===== config.mk =====
export PLATFORM = sky130hd
export DESIGN_NAME = mux2_1_stream_flat
export DESIGN_NICKNAME = d
export VERILOG_FILES = /design/src/rtl/mux2_1_stream_pkg.sv /design/src/rtl/mux2_1_stream_if.sv /design/src/rtl/mux2_1_stream_arb.sv /design/src/rtl/mux2_1_stream.sv /design/src/flat_wrapper.sv
export SDC_FILE = /design/constraint.sdc
export NUM_CORES = 1
export LEC_CHECK = 0
export CAP_MARGIN = 5
export CORE_AREA = 2 2 39 41
export DETAILED_ROUTE_END_ITERATION = 10
export DIE_AREA = 0 0 41 43
export DONT_BUFFER_PORTS = 1
export GPL_TIMING_DRIVEN = 0
export HOLD_SLACK_MARGIN = 0.08
export MAX_ROUTING_LAYER = met4
export PLACE_DENSITY = 0.62
export SYNTH_ARGS = -nofsm -noshare
export SYNTH_HDL_FRONTEND = slang
export SYNTH_SLANG_ARGS = --single-unit
export TNS_END_PERCENT = 5

===== constraint.sdc =====
create_clock -name clk -period 1.6 [get_ports clk]
set_input_delay 0.32 -clock clk [delete_from_list [all_inputs] [get_ports clk]]
set_output_delay 0.32 -clock clk [all_outputs]
set_load 0.05 [all_outputs]

===== src/rtl/mux2_1_stream_pkg.sv =====
// Shared select codes and output-register state encoding for the 2:1 stream mux.
package mux_pkg;

    localparam logic SEL_I0 = 1'b0;
    localparam logic SEL_I1 = 1'b1;

    typedef enum logic {
        ST_EMPTY = 1'b0,
        ST_FULL  = 1'b1
    } state_e;

endpackage


===== src/rtl/mux2_1_stream_if.sv =====
// Valid/ready stream channel used for both mux inputs and the merged output.
interface mux2_1_stream_if #(
    parameter int WIDTH = 8
);
    logic [WIDTH-1:0] data;
    logic             valid;
    logic             ready;

    modport master (output data, output valid, input ready);
    modport slave  (input data, input valid, output ready);
endinterface


===== src/rtl/mux2_1_stream_arb.sv =====
// Two-requester arbiter: the requester that was not served last wins a tie,
// unless fixed priority is selected, in which case requester 0 always wins.
module mux_rr_arb2
    import mux_pkg::*;
(
    input  logic [1:0] i_req,
    input  logic       i_last,
    input  logic       i_fixed_prio,
    input  logic       i_en,
    output logic [1:0] o_gnt,
    output logic       o_gnt_idx
);

    always_comb begin
        o_gnt_idx = SEL_I0;
        if (i_req == 2'b11) begin
            o_gnt_idx = (i_fixed_prio || (i_last == SEL_I1)) ? SEL_I0 : SEL_I1;
        end else if (i_req[1]) begin
            o_gnt_idx = SEL_I1;
        end

        o_gnt = 2'b00;
        if (i_en && (i_req != 2'b00)) begin
            o_gnt = (o_gnt_idx == SEL_I1) ? 2'b10 : 2'b01;
        end
    end

endmodule


===== src/rtl/mux2_1_stream.sv =====
// 2:1 stream merge with a registered output beat tagged by its source channel.
module mux2_1_stream
    import mux_pkg::*;
#(
    parameter int WIDTH      = 8,
    parameter bit FIXED_PRIO = 1'b0
) (
    input  logic            clk,
    input  logic            rst,
    mux2_1_stream_if.slave  i_ch0,
    mux2_1_stream_if.slave  i_ch1,
    mux2_1_stream_if.master o_a,
    output logic            o_a_sel
);

    state_e           r_state;
    state_e           w_state_nxt;
    logic [WIDTH-1:0] r_data;
    logic             r_sel;
    logic             r_last;
    logic             w_load;
    logic [1:0]       w_gnt;
    logic             w_gnt_idx;

    // Ready is suppressed during reset so nothing is accepted and then discarded.
    assign w_load = !rst && ((r_state == ST_EMPTY) || o_a.ready);

    mux_rr_arb2 u_arb (
        .i_req        ({i_ch1.valid, i_ch0.valid}),
        .i_last       (r_last),
        .i_fixed_prio (FIXED_PRIO),
        .i_en         (w_load),
        .o_gnt        (w_gnt),
        .o_gnt_idx    (w_gnt_idx)
    );

    assign i_ch0.ready = w_gnt[0];
    assign i_ch1.ready = w_gnt[1];

    always_comb begin
        w_state_nxt = r_state;
        if (w_load) begin
            w_state_nxt = (w_gnt != 2'b00) ? ST_FULL : ST_EMPTY;
        end
    end

    always_ff @(posedge clk) begin
        if (rst) begin
            r_state <= ST_EMPTY;
            r_data  <= '0;
            r_sel   <= SEL_I0;
            r_last  <= SEL_I1;
        end else begin
            r_state <= w_state_nxt;
            if (w_gnt != 2'b00) begin
                r_data <= (w_gnt_idx == SEL_I1) ? i_ch1.data : i_ch0.data;
                r_sel  <= w_gnt_idx;
                r_last <= w_gnt_idx;
            end
        end
    end

    assign o_a.valid = (r_state == ST_FULL);
    assign o_a.data  = r_data;
    assign o_a_sel   = r_sel;

endmodule

===== src/flat_wrapper.sv =====
// flat-port wrapper written by rule: the top's interface ports become plain ports
module mux2_1_stream_flat import mux_pkg::*;
#(
    parameter int WIDTH      = 8,
    parameter bit FIXED_PRIO = 1'b0
)
  (clk, rst, o_a_sel, i_ch0_data, i_ch0_valid, i_ch0_ready, i_ch1_data, i_ch1_valid, i_ch1_ready, o_a_data, o_a_valid, o_a_ready);
  mux2_1_stream_if #(.WIDTH(WIDTH)) i_ch0_i ();
  mux2_1_stream_if #(.WIDTH(WIDTH)) i_ch1_i ();
  mux2_1_stream_if #(.WIDTH(WIDTH)) o_a_i ();
  input  logic clk;
  input  logic rst;
  output logic o_a_sel;
  input wire logic [$bits(i_ch0_i.data)-1:0] i_ch0_data;
  input wire logic [$bits(i_ch0_i.valid)-1:0] i_ch0_valid;
  output wire logic [$bits(i_ch0_i.ready)-1:0] i_ch0_ready;
  input wire logic [$bits(i_ch1_i.data)-1:0] i_ch1_data;
  input wire logic [$bits(i_ch1_i.valid)-1:0] i_ch1_valid;
  output wire logic [$bits(i_ch1_i.ready)-1:0] i_ch1_ready;
  output wire logic [$bits(o_a_i.data)-1:0] o_a_data;
  output wire logic [$bits(o_a_i.valid)-1:0] o_a_valid;
  input wire logic [$bits(o_a_i.ready)-1:0] o_a_ready;
  assign i_ch0_i.data = i_ch0_data;
  assign i_ch0_i.valid = i_ch0_valid;
  assign i_ch0_ready = i_ch0_i.ready;
  assign i_ch1_i.data = i_ch1_data;
  assign i_ch1_i.valid = i_ch1_valid;
  assign i_ch1_ready = i_ch1_i.ready;
  assign o_a_data = o_a_i.data;
  assign o_a_valid = o_a_i.valid;
  assign o_a_i.ready = o_a_ready;
  mux2_1_stream #(.WIDTH(WIDTH), .FIXED_PRIO(FIXED_PRIO)) u_core (.clk(clk), .rst(rst), .i_ch0(i_ch0_i), .i_ch1(i_ch1_i), .o_a(o_a_i), .o_a_sel(o_a_sel));
endmodule

After elaboration in Yosys (flattened, before gate mapping)
Cells that the tools add are included.
{"block": "totals", "ff_bits": 11, "in_bits": 21, "out_inout_bits": 12}
{"block": "op_classes", "eq_ne": 1, "muxes": 7, "bitwise": 1, "n_reduce_logical": 6}
{"operator": "8-bit 2-to-1 mux", "n": 1}
{"operator": "1-bit 2-to-1 mux", "n": 4}
{"operator": "2-bit 2-to-1 mux", "n": 2}
{"operator": "2-bit nonzero test", "n": 2}
{"operator": "2-bit == test (second input constant)", "n": 1}
{"operator": "1-bit logical AND", "n": 2}
{"operator": "1-bit zero test", "n": 1}
{"operator": "1-bit logical OR", "n": 1}
{"operator": "1-bit NOT", "n": 1}

Longest topological paths before layout
Gate-level depths: netlist of the first run.
{"block": "depth", "word_depth": 7, "depth_mapped": 4, "mapped_depth_nobuf": 3}

Modules after synthesis
A second synthesis of the first run with hierarchy kept.
{"block": "hier_totals", "cells_unflattened": 57, "area_unflattened_um2": 564.3}
{"mod": "mux2_1_stream", "instances": 1, "cells_per_inst": 51, "area_per_inst_um2": 533.0}
{"mod": "mux_rr_arb2", "instances": 1, "cells_per_inst": 6, "area_per_inst_um2": 31.3}

Worst setup path after synthesis of the first run
OpenSTA, ideal clock, no wires.
{"block": "synth_timing", "kind": "register -> register", "start": "register u_core.r_state, in the netlist u_core.o_a.valid", "end": "register u_core.r_data[0], in the netlist u_core.o_a.data[0]", "setup_time_ns": 0.062, "arrival_time_ns": 1.865, "required_time_ns": 1.538, "slack_ns": -0.327, "path_stages_with_launch": 4, "n_path_buf": 0, "cell_sequence": "dfxtp_1 nor2b_4 a2111oi_4 a221o_1"}
{"block": "synth_between", "elab_chain_len": 6}
{"item": "start: declaration", "line_no": "mux2_1_stream.sv:16", "rtl": "state_e r_state;"}
{"item": "start signal: assignment", "line_no": "mux2_1_stream.sv:54", "rtl": "r_state <= w_state_nxt;"}
{"item": "1-bit NOT", "line_no": "mux2_1_stream.sv:26", "rtl": "assign w_load = !rst && ((r_state == ST_EMPTY) || o_a.ready);"}
{"item": "1-bit logical OR", "line_no": "mux2_1_stream.sv:26"}
{"item": "1-bit logical AND", "line_no": "mux2_1_stream.sv:26"}
{"item": "1-bit logical AND", "line_no": "mux2_1_stream_arb.sv:23", "rtl": "if (i_en && (i_req != 2'b00)) begin"}
{"item": "2-bit 2-to-1 mux", "line_no": "mux2_1_stream_arb.sv:23"}
{"item": "named net i_ch0_ready", "line_no": "flat_wrapper.sv:16", "rtl": "output wire logic [$bits(i_ch0_i.ready)-1:0] i_ch0_ready;"}
{"item": "2-bit nonzero test", "line_no": "mux2_1_stream.sv:55", "rtl": "if (w_gnt != 2'b00) begin"}
{"item": "end signal: assignment", "line_no": "mux2_1_stream.sv:56", "rtl": "r_data <= (w_gnt_idx == SEL_I1) ? i_ch1.data : i_ch0.data;"}
{"item": "end: declaration", "line_no": "mux2_1_stream.sv:18", "rtl": "logic [WIDTH-1:0] r_data;"}
The timed path passes the listed nets, and every way through them passes these cells.
A chain may end at the register's enable or synchronous reset.

Final worst setup path of the first run
{"block": "layout_timing", "start": "register u_core.r_state, in the netlist u_core.o_a.valid", "end": "output port i_ch0_ready"}
{"block": "layout_between", "elab_chain_len": 5}
{"item": "1-bit NOT", "line_no": "mux2_1_stream.sv:26"}
{"item": "1-bit logical OR", "line_no": "mux2_1_stream.sv:26"}
{"item": "1-bit logical AND", "line_no": "mux2_1_stream.sv:26"}
{"item": "1-bit logical AND", "line_no": "mux2_1_stream_arb.sv:23"}
{"item": "2-bit 2-to-1 mux", "line_no": "mux2_1_stream_arb.sv:23"}
{"item": "end: declaration", "line_no": "flat_wrapper.sv:16"}
No other way between the ends.

==> run summary, run 1 <==
status: finished with violations
failing checks: setup timing
commonest cells after routing, fill and taps aside: a21oi_1 (10), dfxtp_1 (10), nand2b_1 (9)
HP Class: primary input to flop
CP delay by family, top: compound AO/OA/AOI/OAI gates
Syn-to-layout area delta: 17.51%
GR Layer Usage met2: 23.75%
post-synth cell types: 16
Setup Total Neg Slack: -1.112 ns
Reg-to-Reg End: u_core.o_a.data[0]$_SDFFE_PP0P_
CP required: 1.28 ns
mean area per synthesized cell: 9.662 sq um
depth of the CTS H-tree: 1
final instance area: 613.1 sq um
Worst-Skew Late Latency: 0.27 ns
Post-DP Area: 545.5 sq um
reg-to-reg setup timing slack: -0.18 ns
critical path peak fanout: 5
Nets: 82
Worst R2R Start: u_core.o_a.valid$_SDFFE_PP0P_
Vert. Die Dim: 43 um
clk_skew: 0.002653 ns
Worst Setup SP: u_core.o_a.valid$_SDFFE_PP0P_
Seq. cell area: 224.0 sq um
CP Cell Sequence: nor2b_4 > a2111oi_4
largest area contributor in the netlist: dfxtp_1
#FFs+latches synth: 11
Synth Area in XOR/XNOR: 0%
syn nets: 75
Peak VDD IR: 0.0004970 V
Max Transition Viols Final: 0
combinational family with the most area after synthesis: compound AO/OA/AOI/OAI gates
mux cell area share after synthesis: 0%
fin crit share: 126.2%
CTS Sinks: 11
Worst slew margin: 31.08%
first-pass GRT wire length: 1800 um
Die ar.: 0.001763 sq mm
Die W: 41 um
GRT Util Overall: 15.84%
Synth Area in Adders: 0%
hold buffers post-CTS: 0
met3 Usage GRT: 8.901%
CP Class: flop to output pin
Reg2Reg Depth: 3
fmax: 0.4951 GHz
CP arrival: 1.70 ns
TritonCTS buffer count: 3
initial antenna violation count: 0
Vias: 457
vias in the first global route: 443
Clk Tree Root Cell: clkbuf_4
Vias per Instance: 6.013
Worst Tran Pin Value: 1.034 ns
CP max stage cell: a2111oi_4
simple-gate share of the synthesized area: 19.66%
area of the multi-input gates: 302.8 sq um
DRT iter0 DRCs: 9
pwr dens: 1089 mW/mm^2
met1 usage: 15.74%
gpl congestion: 0.6954
crit path to: i_ch0_ready
core area: 0.001384 sq mm
crit path buf inv count: 0
Crit. path cell count: 2
leakage: 0.0002235 uW
ant diodes: 0
worst stage delay on the critical path: 0.87 ns
CTS tree: done
RSZ-0062 raised after global routing: yes
Residual DRC: 0
compound-cell area share of the yosys netlist: 33.09%
DRT Wirelength: 1220 um
Ys Warns: 0
max-cap check violation count: 0
drt pass-1 iters: 4
routed len/inst: 16.05 um
# setup viols final: 5
CP startpoint kind: flop
hold_ws: 0.1879 ns
Filler Cells Inserted: 141
largest net degree at the start of global routing: 11
Ports: 33
GRT overflow: 0
input/output buffers: 0
gr busiest metal: met2
register area share after synthesis: 42.21%
final setup margin: -0.4199 ns
final hold vios: 0
deepest clock path buffer count: 2
mapped cell area: 521.8 sq um
ANT nets after route: 0
Initial Util: 37.70%
ranking of synthesized cells by area: dfxtp_1 (42%), a221o_1 (15%), nand2b_1 (11%), a21oi_1 (9.6%), a2111oi_4 (5.3%)
Worst setup EP type: output pin
clock-pin slew on the worst setup and hold paths: 0.07 ns
Tmin final: 2.020 ns
Synth top area share: 42.21%
Syn Inst Count: 54
Site Rows: 14
share of cells above drive strength 1: 18.33%
## logic make-up after synthesis
kind of cell,Yosys count
AOI/OAI and AO/OA,21
buffers and inverters,6
DFF,11
and+or+nand+nor,16
## flip-flops by register name, indices dropped and copies added (netlist names)
signal and count:
u_core.r_last 1, u_core.o_a.valid 1, u_core.o_a_sel 1, u_core.o_a.data 8
## metal layers
metal | vias to the layer above | routed length, um
met5 | - | 0
met3 | 2 | 123
met4 | 0 | 10
met2 | 22 | 625
li1 | 217 | -
met1 | 216 | 461
## cells in the mapped netlist
| library cell | n |
|---|---|
| inv_1 | 2 |
| nand2_1 | 1 |
| a21oi_1 | 10 |
| buf_2 | 3 |
| nand2b_1 | 9 |
| or2_1 | 1 |
| nor2_1 | 2 |
| clkbuf_1 | 1 |
| a311o_1 | 1 |
| nand3_1 | 1 |
| a2111oi_4 | 1 |
| nor2b_4 | 1 |
| and4b_1 | 1 |
| dfxtp_1 | 11 |
| a221o_1 | 8 |
| o21ai_0 | 1 |
## area by class of cell
cell class	instances	area share [%]
Clock buffer	4	4.286
Buffer	4	4.082
Sequential cell	11	36.53
Timing Repair Buffer	1	1.224
Inverter	2	1.224
Multi-Input combinational cell	38	49.39
Tap cell	16	3.265
## stage by stage
stage | util, % | power [uW] | instances | worst slack (ns)
after floorplan | - | 462.6 | 54 | -0.1539
after global placement | 39.42 | 476.6 | 70 | -0.3121
after detailed placement | 39.42 | 477.4 | 70 | -0.2993
after CTS | 43.13 | 677.2 | 76 | -0.4731
after global routing | 44.30 | 702.3 | 76 | -0.4652
final | 44.30 | 667.4 | 76 | -0.4199
## repair_timing
action | CTS | global route
cloned | 1 | 0
endpoints found under the hold margin | 0 | 0
setup buffers | 1 | 0
endpoints found under the setup margin | 10 | 10
pin swaps | 1 | 1
resized for setup | 1 | 2
## worst min path at each step
stage / startpoint / endpoint / slack [ns] / cells past startpoint
2_1_floorplan: i_ch1_data[0] / u_core.o_a.data[0]$_SDFFE_PP0P_ / 0.46 / 1
3_3_place_gp: i_ch1_data[6] / u_core.o_a.data[6]$_SDFFE_PP0P_ / 0.46 / 1
3_5_place_dp: i_ch1_data[3] / u_core.o_a.data[3]$_SDFFE_PP0P_ / 0.46 / 1
4_1_cts: i_ch1_data[4] / u_core.o_a.data[4]$_SDFFE_PP0P_ / 0.18 / 1
5_1_grt: i_ch1_data[7] / u_core.o_a.data[7]$_SDFFE_PP0P_ / 0.17 / 1
6_report: i_ch1_data[5] / u_core.o_a.data[5]$_SDFFE_PP0P_ / 0.19 / 1
## power by group
part | internal (uW) | switching (uW)
sequential | 298 | 89.9
combinational | 42.5 | 51.1
clock | 96.5 | 89.6
(Power assumes the default switching activity.)
==> run 2: changes to the inputs <==
- PLACE_DENSITY: 0.62 -> 0.66
- SYNTH_HIERARCHICAL: unset -> 1
==> run summary, run 2 <==
Syn-to-layout area delta: 17.74%
Die ar.: 0.001763 sq mm (unchanged)
Post-CTS Setup Inserts: 0 (-1)
Ports: 33 (unchanged)
ranking of synthesized cells by area: dfxtp_1 (39%), a211oi_2 (18%), mux2i_1 (14%), nor3_1 (7.1%), buf_2 (3.5%)
max-cap check violation count: 0 (unchanged)
CP startpoint kind: flop
HP Class: primary input to flop
Vias: 428 (-6.3%)
drt pass-1 iters: 4 (unchanged)
CTS Sinks: 11 (unchanged)
Clk Tree Root Cell: clkbuf_4
Site Rows: 14 (unchanged)
Reg2Reg Depth: 6 (+3)
Residual DRC: 0 (unchanged)
share of cells above drive strength 1: 37.10% (+19 points)
largest net degree at the start of global routing: 11 (unchanged)
Initial Util: 40.78% (+3.1 points)
mapped cell area: 564.3 sq um (+8.2%)
clock group share of total power: 26.7% (-1.2 points)
RSZ-0062 raised after global routing: yes
DPL Wire Length: 839.4 um
P_int: 456.1 uW (+4.4%)
Primary FF master, synth: dfxtp_1
gpl congestion: 0.7496 (+7.8%)
fmax: 0.5992 GHz (+21%)
Synth top area share: 39.02% (-3.2 points)
post-synth cell types: 20 (+4)
Crit. path cell count: 4 (+2)
Max Transition Viols Final: 0 (unchanged)
CP arrival: 1.35 ns (-0.35 ns)
crit path buf inv count: 0 (unchanged)
Async S/R FF share, synth: 0% (unchanged)
input/output buffers: 0 (unchanged)
hold path cells: 2 (+1)
GRT Util Overall: 15.60% (-0.24 points)
first-pass GRT wire length: 1745 um (-3.1%)
TritonCTS buffer count: 3 (unchanged)
CP delay by family, top: flip-flops
DRT Wirelength: 1170 um (-4.1%)
DRT iter0 DRCs: 9 (unchanged)
CP Cell Sequence: nor2b_4 > nor2_4 > nand2_2 > a21oi_4
mean area per synthesized cell: 9.900 sq um (+2.5%)
clk_skew: 0.006481 ns (+0.003827 ns)
status: finished with violations
initial antenna violation count: 0 (unchanged)
Post-synth EDFFs: 0 (unchanged)
top cells by count, synth: dfxtp_1 (11), a211oi_2 (8), mux2i_1 (8), nor3_1 (8), buf_2 (4)
core area: 0.001384 sq mm (unchanged)
CTS tree: done
Sequential Power Share: 54.3% (-3.8 points)
vias in the first global route: 419 (-5.4%)
hold buffers post-CTS: 0 (unchanged)
Tmin final: 1.669 ns (-0.3510 ns)
fin crit share: 104.3% (-22 points)
final hold vios: 0 (unchanged)
Worst setup EP type: output pin
ANT nets after route: 0 (unchanged)
cell count after placement: 74 (+5.7%)
CP required: 1.28 ns (about the same)
commonest cells after routing, fill and taps aside: dfxtp_1 (10), mux2i_1 (8), nor3_1 (8), a211oi_2 (8)
CP max stage cell: dfxtp_4
post-route insts no fill: 78 (+2.6%)
Worst slew margin: 65.57% (+34 points)
leakage: 0.0002450 uW (+9.6%)
Peak VDD IR: 0.0004592 V (-7.6%)
Nets: 84 (+2.4%)
worst stage delay on the critical path: 0.41 ns (-0.46 ns)
most numerous cell in the Yosys netlist: dfxtp_1
#FFs+latches synth: 11 (unchanged)
failing checks: setup timing
clock-pin slew on the worst setup and hold paths: 0.08 ns (about the same)
utilization after layout: 48.01% (+3.7 points)
Final Total Pwr: 726.6 uW (+8.9%)
CP Class: flop to output pin
Logic pwr share: 19.0% (+5.0 points)
ant diodes: 0 (unchanged)
deepest clock path buffer count: 2 (unchanged)
register area share after synthesis: 39.02% (-3.2 points)
final setup margin: -0.06895 ns (+0.3510 ns)
Vias per Instance: 5.487 (-8.7%)
Sw Share: 37.23% (+2.7 points)
max reg flops: 8 (unchanged)
routed len/inst: 15.00 um (-6.6%)
# setup viols final: 11 (+6)
GRT overflow: 0 (unchanged)
depth of the CTS H-tree: 1 (unchanged)
critical path peak fanout: 3 (-2)
Worst-Skew Late Latency: 0.27 ns (about the same)
Vert. Die Dim: 43 um (unchanged)
NetSw: 270.5 uW (+17%)
largest area contributor in the netlist: dfxtp_1
Die W: 41 um (unchanged)
Ys Warns: 6 (+6)
most common cell after layout, fill and taps aside: dfxtp_1
pwr dens: 1094 mW/mm^2 (+0.47%)
Worst Tran Pin Value: 0.5157 ns (-0.5181 ns)
Syn Inst Count: 57 (+5.6%)
[run 2: kinds of logic after synthesis]
group	Yosys count	synth area share, %
AND/OR/NAND/NOR	16	15.30
AO/OA/AOI/OAI	14	23.95
flip-flops	11	39.02
multiplexers	8	14.19
buffers and inverters	7	6.874
other	1	0.6646
[run 2: metal layers]
metal | up-vias | GRT usage (%) | wire length [um]
met4 | 0 | 12.00 | 0
li1 | 214 | - | -
met5 | - | - | 0
met2 | 16 | 21.88 | 580
met1 | 198 | 16.94 | 491
met3 | 0 | 5.759 | 98
[run 2: worst paths after layout]
check / from / to / slack, ns
worst max-delay path: u_core/o_a.valid$_SDFFE_PP0P_ / i_ch0_ready / -0.07
worst min-delay path: rst / u_core/r_last$_SDFFE_PP1P_ / 0.18
worst max register to register: u_core/o_a.valid$_SDFFE_PP0P_ / u_core/o_a_sel$_SDFFE_PP0P_ / -0.04
worst min register to register: u_core/r_last$_SDFFE_PP1P_ / u_core/r_last$_SDFFE_PP1P_ / 0.52
[run 2: per-stage QoR]
step	setup WS [ns]	hold WS [ns]	area [sq um]	setup TNS, ns
2_1_floorplan	0.01118	0.4440	610.6	0
3_3_place_gp	-0.06079	0.4527	630.6	-0.4651
3_5_place_dp	-0.09573	0.4571	630.6	-0.7981
4_1_cts	-0.1118	0.1700	659.4	-0.7325
5_1_grt	-0.1320	0.1593	664.4	-1.173
6_report	-0.06895	0.1786	664.4	-0.3219
[run 2: final cells by class]
class	count	area [sq um]
plain buffers	5	43.79
clock buffers	4	26.28
fillers	135	719.4
inverters	2	7.507
multi-input cells	40	342.8
flip-flops and latches	11	224.0
well taps	16	20.02
[run 2: repair_timing]
item                       in CTS  in global routing
cloned                          0                  0
setup endpoints to repair      12                 13
pin swaps                       3                  3
gates resized for setup         1                  1
[run 2: worst register-to-register path, stage by stage (launching register included)]
cell and delay (ns):
dfxtp_4 0.45, nor2b_4 0.20, nor2_4 0.04, and3_4 0.22
buf_6 0.16, or3b_1 0.36, a21oi_1 0.14
[run 2: power by group through the flow]
stage	registers [uW]	logic (uW)	clock network (uW)
floorplan	397	122	0
global placement	401	134	0
detailed placement	401	138	0
CTS	395	138	203
global route	398	151	221
finish	394	138	194
